### src/rtl/pixel_byte_unpacker.sv
// Byte-to-pixel unpacker: hunts SYNC_BYTE, then emits PIXEL_COUNT bits (1 FILL + up to 8 EMIT cycles per byte),
// stalling on pixel_bit_ready and holding off bytes while emitting; PIXEL_UNPACK_LSB_FIRST_EN selects bit0-first.
module pixel_byte_unpacker #(
    parameter int unsigned PIXEL_COUNT = 784,
    parameter logic [7:0]  SYNC_BYTE   = 8'hA5,
    parameter int unsigned CNT_W       = 16
) (
    input  logic             clk,
    input  logic             rst,
    input  logic [7:0]       byte_in,
    input  logic             byte_valid,
    output logic             byte_ready,
    output logic             pixel_bit,
    output logic             pixel_bit_valid,
    input  logic             pixel_bit_ready,
    output logic             frame_done,
    output logic [CNT_W-1:0] frame_count,
    output logic [7:0]       drop_count,
    output logic             busy
);

    typedef enum logic [1:0] {
        HUNT = 2'd0,
        FILL = 2'd1,
        EMIT = 2'd2
    } state_t;

    localparam logic [CNT_W-1:0] PIX_TOTAL = CNT_W'(PIXEL_COUNT);
    localparam logic [CNT_W-1:0] PIX_ONE   = CNT_W'(1);
    localparam logic [CNT_W-1:0] PIX_EIGHT = CNT_W'(8);

    state_t           state_q, state_d;
    logic [7:0]       shreg_q, shreg_d;
    logic [3:0]       bits_left_q, bits_left_d;
    logic [CNT_W-1:0] pix_left_q, pix_left_d;
    logic             valid_q, valid_d;
    logic             frame_done_q, frame_done_d;
    logic [CNT_W-1:0] frame_count_q, frame_count_d;
    logic [7:0]       drop_count_q, drop_count_d;

    logic             byte_xfer;
    logic             pix_xfer;
    logic [3:0]       fill_bits;
    logic [7:0]       shreg_shifted;

    assign byte_ready = (state_q != EMIT) && !rst;
    assign byte_xfer  = byte_valid && byte_ready;
    assign pix_xfer   = valid_q && pixel_bit_ready;

    // The final byte of a frame may carry fewer live bits than 8.
    assign fill_bits = (pix_left_q >= PIX_EIGHT) ? 4'd8 : pix_left_q[3:0];

`ifdef PIXEL_UNPACK_LSB_FIRST_EN
    assign pixel_bit     = shreg_q[0];
    assign shreg_shifted = {1'b0, shreg_q[7:1]};
`else
    assign pixel_bit     = shreg_q[7];
    assign shreg_shifted = {shreg_q[6:0], 1'b0};
`endif

    always_comb begin
        state_d       = state_q;
        shreg_d       = shreg_q;
        bits_left_d   = bits_left_q;
        pix_left_d    = pix_left_q;
        frame_done_d  = 1'b0;
        frame_count_d = frame_count_q;
        drop_count_d  = drop_count_q;

        case (state_q)
            HUNT: begin
                if (byte_xfer) begin
                    if (byte_in == SYNC_BYTE) begin
                        pix_left_d = PIX_TOTAL;
                        state_d    = FILL;
                    end else if (drop_count_q != 8'hFF) begin
                        drop_count_d = drop_count_q + 8'd1;
                    end
                end
            end
            FILL: begin
                if (byte_xfer) begin
                    shreg_d     = byte_in;
                    bits_left_d = fill_bits;
                    state_d     = EMIT;
                end
            end
            EMIT: begin
                if (pix_xfer) begin
                    shreg_d     = shreg_shifted;
                    bits_left_d = bits_left_q - 4'd1;
                    pix_left_d  = pix_left_q - PIX_ONE;
                    // Frame end wins over byte end so padding bits are never shown.
                    if (pix_left_q == PIX_ONE) begin
                        frame_done_d  = 1'b1;
                        frame_count_d = frame_count_q + PIX_ONE;
                        state_d       = HUNT;
                    end else if (bits_left_q == 4'd1) begin
                        state_d = FILL;
                    end
                end
            end
            default: state_d = HUNT;
        endcase

        valid_d = (state_d == EMIT);
    end

    always_ff @(posedge clk or posedge rst) begin
        if (rst) begin
            state_q       <= HUNT;
            shreg_q       <= 8'h00;
            bits_left_q   <= 4'd0;
            pix_left_q    <= '0;
            valid_q       <= 1'b0;
            frame_done_q  <= 1'b0;
            frame_count_q <= '0;
            drop_count_q  <= 8'h00;
        end else begin
            state_q       <= state_d;
            shreg_q       <= shreg_d;
            bits_left_q   <= bits_left_d;
            pix_left_q    <= pix_left_d;
            valid_q       <= valid_d;
            frame_done_q  <= frame_done_d;
            frame_count_q <= frame_count_d;
            drop_count_q  <= drop_count_d;
        end
    end

    assign pixel_bit_valid = valid_q;
    assign frame_done      = frame_done_q;
    assign frame_count     = frame_count_q;
    assign drop_count      = drop_count_q;
    assign busy            = (state_q == FILL) || (state_q == EMIT);

endmodule

### config.mk
export PLATFORM = sky130hd
export DESIGN_NAME = pixel_byte_unpacker
export DESIGN_NICKNAME = d
export VERILOG_FILES = /design/src/rtl/pixel_byte_unpacker.sv
export SDC_FILE = /design/constraint.sdc
export NUM_CORES = 1
export LEC_CHECK = 0
export CORE_MARGIN = 2
export CORE_UTILIZATION = 54
export CTS_BUF_LIST = sky130_fd_sc_hd__clkbuf_4 sky130_fd_sc_hd__clkbuf_8 sky130_fd_sc_hd__clkbuf_16
export CTS_CLUSTER_SIZE = 40
export DETAILED_ROUTE_END_ITERATION = 6
export GPL_ROUTABILITY_DRIVEN = 0
export PLACE_DENSITY = 0.79
export REMOVE_ABC_BUFFERS = 1
export SLEW_MARGIN = 10
export SYNTH_ARGS = -nofsm -noshare
export SYNTH_HDL_FRONTEND = slang
export SYNTH_SLANG_ARGS = --single-unit
export TNS_END_PERCENT = 30
### constraint.sdc
create_clock -name clk -period 2.74 [get_ports clk]
set_input_delay 0.548 -clock clk [delete_from_list [all_inputs] [get_ports clk]]
set_output_delay 0.548 -clock clk [all_outputs]
set_load 0.03 [all_outputs]
Yosys cells after proc, flatten, opt, wreduce, memory -nomap -nowiden

Cells that the tools add are included.

Shifts and indexed selects: 0
$mul: 0
Divide/modulo/power cells: 0
Bitwise logic cells: 1
Reductions and logical operators: 12
Add/subtract/negate cells: 4
Order comparisons: 1
Mux-type cells: 21
Eq/ne operators: 12

Operators by type and width:

| operator              | count |
|---|---|
| $mux 16               | 3 |
| $pmux 16 s2           | 1 |
| $add 16x1->16 const B | 1 |
| $eq 16x1->1 const B   | 1 |
| $ge 16x4->1 const B   | 1 |
| $mux 8                | 2 |
| $pmux 8 s2            | 1 |
| $sub 16x1->16 const B | 1 |
| $mux 2                | 6 |
| $mux 4                | 3 |
| $ne 2x2->1 const B    | 5 |
| $add 8x1->8 const B   | 1 |
| $eq 8x8->1 const B    | 1 |
| $ne 8x8->1 const B    | 1 |
| $pmux 4 s2            | 1 |
| $reduce_and 4->1      | 2 |
| $pmux 2 s3            | 1 |
| $reduce_and 3->1      | 2 |
| $eq 2x2->1 const B    | 2 |
| $eq 4x1->1 const B    | 1 |
| $reduce_bool 2->1     | 2 |
| $sub 4x1->4 const B   | 1 |
| $logic_and 1x1->1     | 3 |
| $mux 1                | 3 |
| other kinds (5)       | 5 |

Bits in latches: 0
Logic and storage cells: 59
Memories kept: 0
Register bits after elaboration: 56
Output and inout port bits: 29
Bits in writable memories: 0
Bits of input ports: 12
ROM bits: 0

Logic depth before layout (Yosys ltp)

Depth in word-level cells: 6
Mapped depth: 8
Mapped depth without buffers: 7

Worst setup path before layout

No wires, ideal clock.

Path kind: register -> register
Start: reg pix_left_q[11]
End: reg frame_count_q[15], in the netlist frame_count[15]
Buffers on the path: 1
Data arrival time: 2.277 ns
Required time: 2.660 ns
Period minus slack after synthesis: 2.357 ns
Library setup time: 0.080 ns
Stages on the path, launching flop included: 7
Path slack: 0.383 ns
Cells stage by stage: dfrtp_1 > or4_1 > or4_4 > or4_4 > buf_6 > nor3_4 > xor2_1

Longest elaborated chain between the ends: 2

RTL lines:

| element                           | line | text |
|---|---|---|
| start: declaration                | 35   | `logic [CNT_W-1:0] pix_left_q, pix_left_d;` |
| start signal: assignment          | 123  | `pix_left_q <= pix_left_d;` |
| $eq 16x1->1                       | 94   | `if (pix_left_q == PIX_ONE) begin` |
| $reduce_and 3->1 (no source line) | n/a  |  |
| end signal: assignment            | 126  | `frame_count_q <= frame_count_d;` |
| end: declaration                  | 38   | `logic [CNT_W-1:0] frame_count_q, frame_count_d;` |

No other way between the ends.
A chain may end at the register's enable or synchronous reset.

Final worst setup path

Start: reg pix_left_q[11]
End: reg frame_count_q[12], in the netlist frame_count[12]

The elaborated chain is that of the path after synthesis.

==> tab_implementation.tex <==
\begin{tabular}{lr}
\hline
Metric & Value \\
\hline
\multicolumn{2}{l}{\textbf{Power}} \\
Leakage Power & around 1.6 nW \\
Largest vdd supply drop & between 0.6 and 0.7 mV \\
Power Density & $\sim$860 nW/um\^{}2 \\
\multicolumn{2}{l}{\textbf{Routing}} \\
Number of nets with antenna violations after routing & 0 \\
Post-detailed-route wirelength per cell & approximately 13 um \\
DR pass1 iterations & 5 \\
\# DRC & 0 \\
Routed via count & 2219 \\
Vias per inst & about 5.5 \\
Starting DRC count in detailed routing & approximately 110 \\
Post-Route WL & about 5400 um \\
\multicolumn{2}{l}{\textbf{Setup path}} \\
Worst Path Class, Setup & reg -> reg \\
Worst path top cell family by delay & simple AND/OR/NAND/NOR gates \\
Crit-path most repeated cell & or4\_1 \\
Maximum net fanout on the critical path & 6 \\
Critical path capture point type & flip-flop \\
Count of buffer and inverter cells on the critical path & 0 \\
Stage delay of the slowest cell on the critical path & 0.68 ns \\
Slowest CP cell & or4\_1 \\
Data arrival time of the critical path & between 2 and 3 ns \\
Crit path cell chain & or4\_1 -> or4\_4 -> or4\_1 -> nor2\_1 -> xor2\_1 \\
Type of element launching the critical path & flip-flop \\
Endpoint required time on the critical path & between 2 and 3 ns \\
\multicolumn{2}{l}{\textbf{Clocking}} \\
Gates resized, CTS repair & 0 \\
Number of levels in the clock H-tree & 2 \\
Clock transition at path regs & roughly 0.1 ns \\
CTS Buf Count & 5 \\
Clk Tree Root Cell & clkbuf\_8 \\
TritonCTS clock tree & done \\
Number of buffers inserted to repair setup after CTS & 0 \\
\# hold bufs at CTS & 0 \\
Max Buffers Root-to-Sink & 2 \\
Clock Latency Late Sink & $\sim$0.32 ns \\
CTS Sinks & 56 \\
\multicolumn{2}{l}{\textbf{Floorplan}} \\
\# rows & 26 \\
Boundary pin count & a little over 40 \\
Core box area & slightly above 5000 um\^{}2 \\
Chip width & a little under 80 um \\
Initial standard-cell utilization of the core & 56.2\% \\
Die Area & 5950 um\^{}2 \\
Chip height & 77.1 um \\
\multicolumn{2}{l}{\textbf{Logic synthesis}} \\
Top flip-flop cell by instance count after synthesis & dfrtp\_1 \\
Number of synthesized flops with an enable pin & 0 \\
Syn. warnings & 0 \\
Post-synthesis instance area & 2890 um\^{}2 \\
Number of synthesized register bits & 56 \\
Sequential element share of the synthesized area & a little under 50\% \\
Number of distinct standard cells referenced by the synthesized netlist & 47 \\
Top cells by area in the synthesized netlist & dfrtp\_1, xnor2\_1, ha\_1 \\
Async set-or-reset flop fraction in the synthesized netlist & 100\% \\
Mean area per synthesized cell & slightly above 10 um\^{}2 \\
Syn Inst Count & around 290 \\
Largest area contributor in the netlist & dfrtp\_1 \\
Portion of synthesized cell area occupied by the leading cell type & between 40\% and 50\% \\
\multicolumn{2}{l}{\textbf{Placed design}} \\
Pre-CTS WS & around 0.093 ns \\
Quantity of I/O buffers inserted on ports & 40 \\
Post-detailed-placement half-perimeter wirelength & about 4000 um \\
Area of placed instances & 3410 um\^{}2 \\
\multicolumn{2}{l}{\textbf{Final layout}} \\
Area added between synthesis and finish & 21.9\% \\
\# nets final & about 360 \\
Count of inserted antenna diode cells & 0 \\
Final standard cell area without fillers & 3520 um\^{}2 \\
Ratio of cells with drive above 1 in the final layout & 9.55\% \\
\multicolumn{2}{l}{\textbf{GRT}} \\
Pin count of the biggest net entering global routing & 38 \\
Via count of the first global-routing pass & 2222 \\
First-pass GRT wire length & roughly 10000 um \\
Global Route Usage Sum & 20.4\% \\
Gr ovfl total & 0 \\
Antenna violations before repair & 0 \\
\multicolumn{2}{l}{\textbf{Timing}} \\
Clock tree skew after final layout & 0.00872 ns \\
Final Hold Viols & 0 \\
Setup violation total in the final timing report & 0 \\
Worst Slack Setup Final & approximately 0.18 ns \\
Final period utilization & 93.3\% \\
Number of slew-limit violations in the final report & 0 \\
Final Critical Period & 2.56 ns \\
Relative slew slack & a little under three fifths \\
Worst hold margin & about 0.48 ns \\
Fmax achieved & 391 MHz \\
Unrepaired setup endpoints after global routing & false \\
Slew at the pin with the worst max-slew slack & 0.636 ns \\
\multicolumn{2}{l}{\textbf{Run}} \\
Max capacitance violation total & 0 \\
\multicolumn{2}{l}{\textbf{Status}} \\
Result of the run & complete, no violations \\
\multicolumn{2}{l}{\textbf{Min path}} \\
Min-Delay Path Class & reg -> reg \\
\hline
\end{tabular}
==> power breakdown <==
part	switching (W)	leakage (nW)	internal [W]	total [W]
combinational	0.000760	0.816	0.000566	0.00133
sequential	0.000154	0.722	0.00101	0.00116
clock	0.000263	0.0586	0.000282	0.000544
total	0.00118	1.60	0.00185	0.00303
==> path summary, 6_finish.rpt <==
check	from	to	slack, ns	depth (start not counted)
max in group asynchronous	rst	frame_count[14]$_DFFE_PP0P_	1.57	3
worst min register to register	frame_count[15]$_DFFE_PP0P_	frame_count[15]$_DFFE_PP0P_	0.48	1
worst max-delay path	pix_left_q[11]$_DFFE_PP0P_	frame_count[12]$_DFFE_PP0P_	0.18	5
min in group asynchronous	rst	shreg_q[0]$_DFFE_PP0P_	0.64	2
worst min-delay path	frame_count[15]$_DFFE_PP0P_	frame_count[15]$_DFFE_PP0P_	0.48	1
worst max register to register	pix_left_q[11]$_DFFE_PP0P_	frame_count[12]$_DFFE_PP0P_	0.18	5
==> worst reg2reg max path: stages (launching register included) <==
cell and delay [ns]:
dfrtp_1 0.43, or4_1 0.57, or4_4 0.46, or4_1 0.68
nor2_1 0.17, xor2_1 0.16
==> cell families after synthesis <==
group                    Yosys count  share of synthesized area, %
XOR/XNOR                          32                          9.70
multiplexers                      11                          3.94
AO/OA/AOI/OAI                     36                          7.80
AND/OR/NAND/NOR                  116                          21.7
buffers and inverters             25                          3.55
adder cells (fa/ha/maj)           11                          4.76
flip-flops                        56                          48.5
==> flip-flops by register name (all words and copies together) (netlist names) <==
name and cells:
frame_count 16, pix_left_q 16, drop_count 8, shreg_q 8
bits_left_q 4, state_q 2, frame_done 1, pixel_bit_valid 1
==> cell usage after synthesis, types with 7 or more instances <==
| master | count |
|---|---|
| nor3_1 | 10 |
| a21oi_1 | 16 |
| dfrtp_1 | 56 |
| mux2i_1 | 8 |
| nor2_1 | 36 |
| o21ai_0 | 7 |
| inv_1 | 17 |
| xor2_1 | 14 |
| xnor2_1 | 18 |
| nand4_1 | 7 |
| nand3_1 | 10 |
| nand2_1 | 16 |
| ha_1 | 11 |
==> layout by cell type, fill, tap and decap left out, types with 3 or more instances in the layout <==
| master | synthesis | routed |
|---|---|---|
| nand2_1 | 16 | 16 |
| mux2i_1 | 8 | 8 |
| and3_1 | 5 | 5 |
| dfrtp_1 | 56 | 56 |
| nor3_1 | 10 | 10 |
| clkbuf_8 | 0 | 5 |
| a21oi_1 | 16 | 16 |
| xnor2_1 | 18 | 18 |
| nor2_1 | 36 | 36 |
| inv_1 | 17 | 16 |
| nand3_1 | 10 | 10 |
| o21ai_0 | 7 | 7 |
| buf_4 | 0 | 7 |
| xor2_1 | 14 | 14 |
| nor4_1 | 4 | 4 |
| clkdlybuf4s50_1 | 0 | 40 |
| nand4_1 | 7 | 7 |
| or3_1 | 4 | 4 |
| ha_1 | 11 | 11 |
| mux2_2 | 3 | 3 |
| or4_1 | 4 | 4 |
==> layout make-up <==
cell class	count	area, um^2
clock buffer	6	76.3
sequential	56	1400
fill	429	1620
clock inverter	2	35.0
tap	70	87.6
inverter	17	63.8
multi-input combinational	206	1390
timing repair buffer	48	473
==> routing by layer <==
| layer | global-route usage [%] | wire length (um) | vias to the layer above | share of wire, % |
|---|---|---|---|---|
| met5 | 0 | 0 | - | 0 |
| met4 | 5.18 | 53 | 0 | 0.98 |
| met3 | 4.35 | 225 | 6 | 4.2 |
| met2 | 34.3 | 2630 | 52 | 49 |
| met1 | 26.9 | 2480 | 1073 | 46 |
| li1 | - | - | 1088 | - |
==> stage by stage <==
step           utilization (%)  power, W  setup TNS (ns)  cells
2_1_floorplan                -   0.00207         -0.0690    279
3_3_place_gp              66.4   0.00246               0    397
3_5_place_dp              66.4   0.00250               0    397
4_1_cts                   68.5   0.00305               0    405
5_1_grt                   68.5   0.00326               0    405
6_report                  68.5   0.00303               0    405
(Power assumes the default switching activity.)
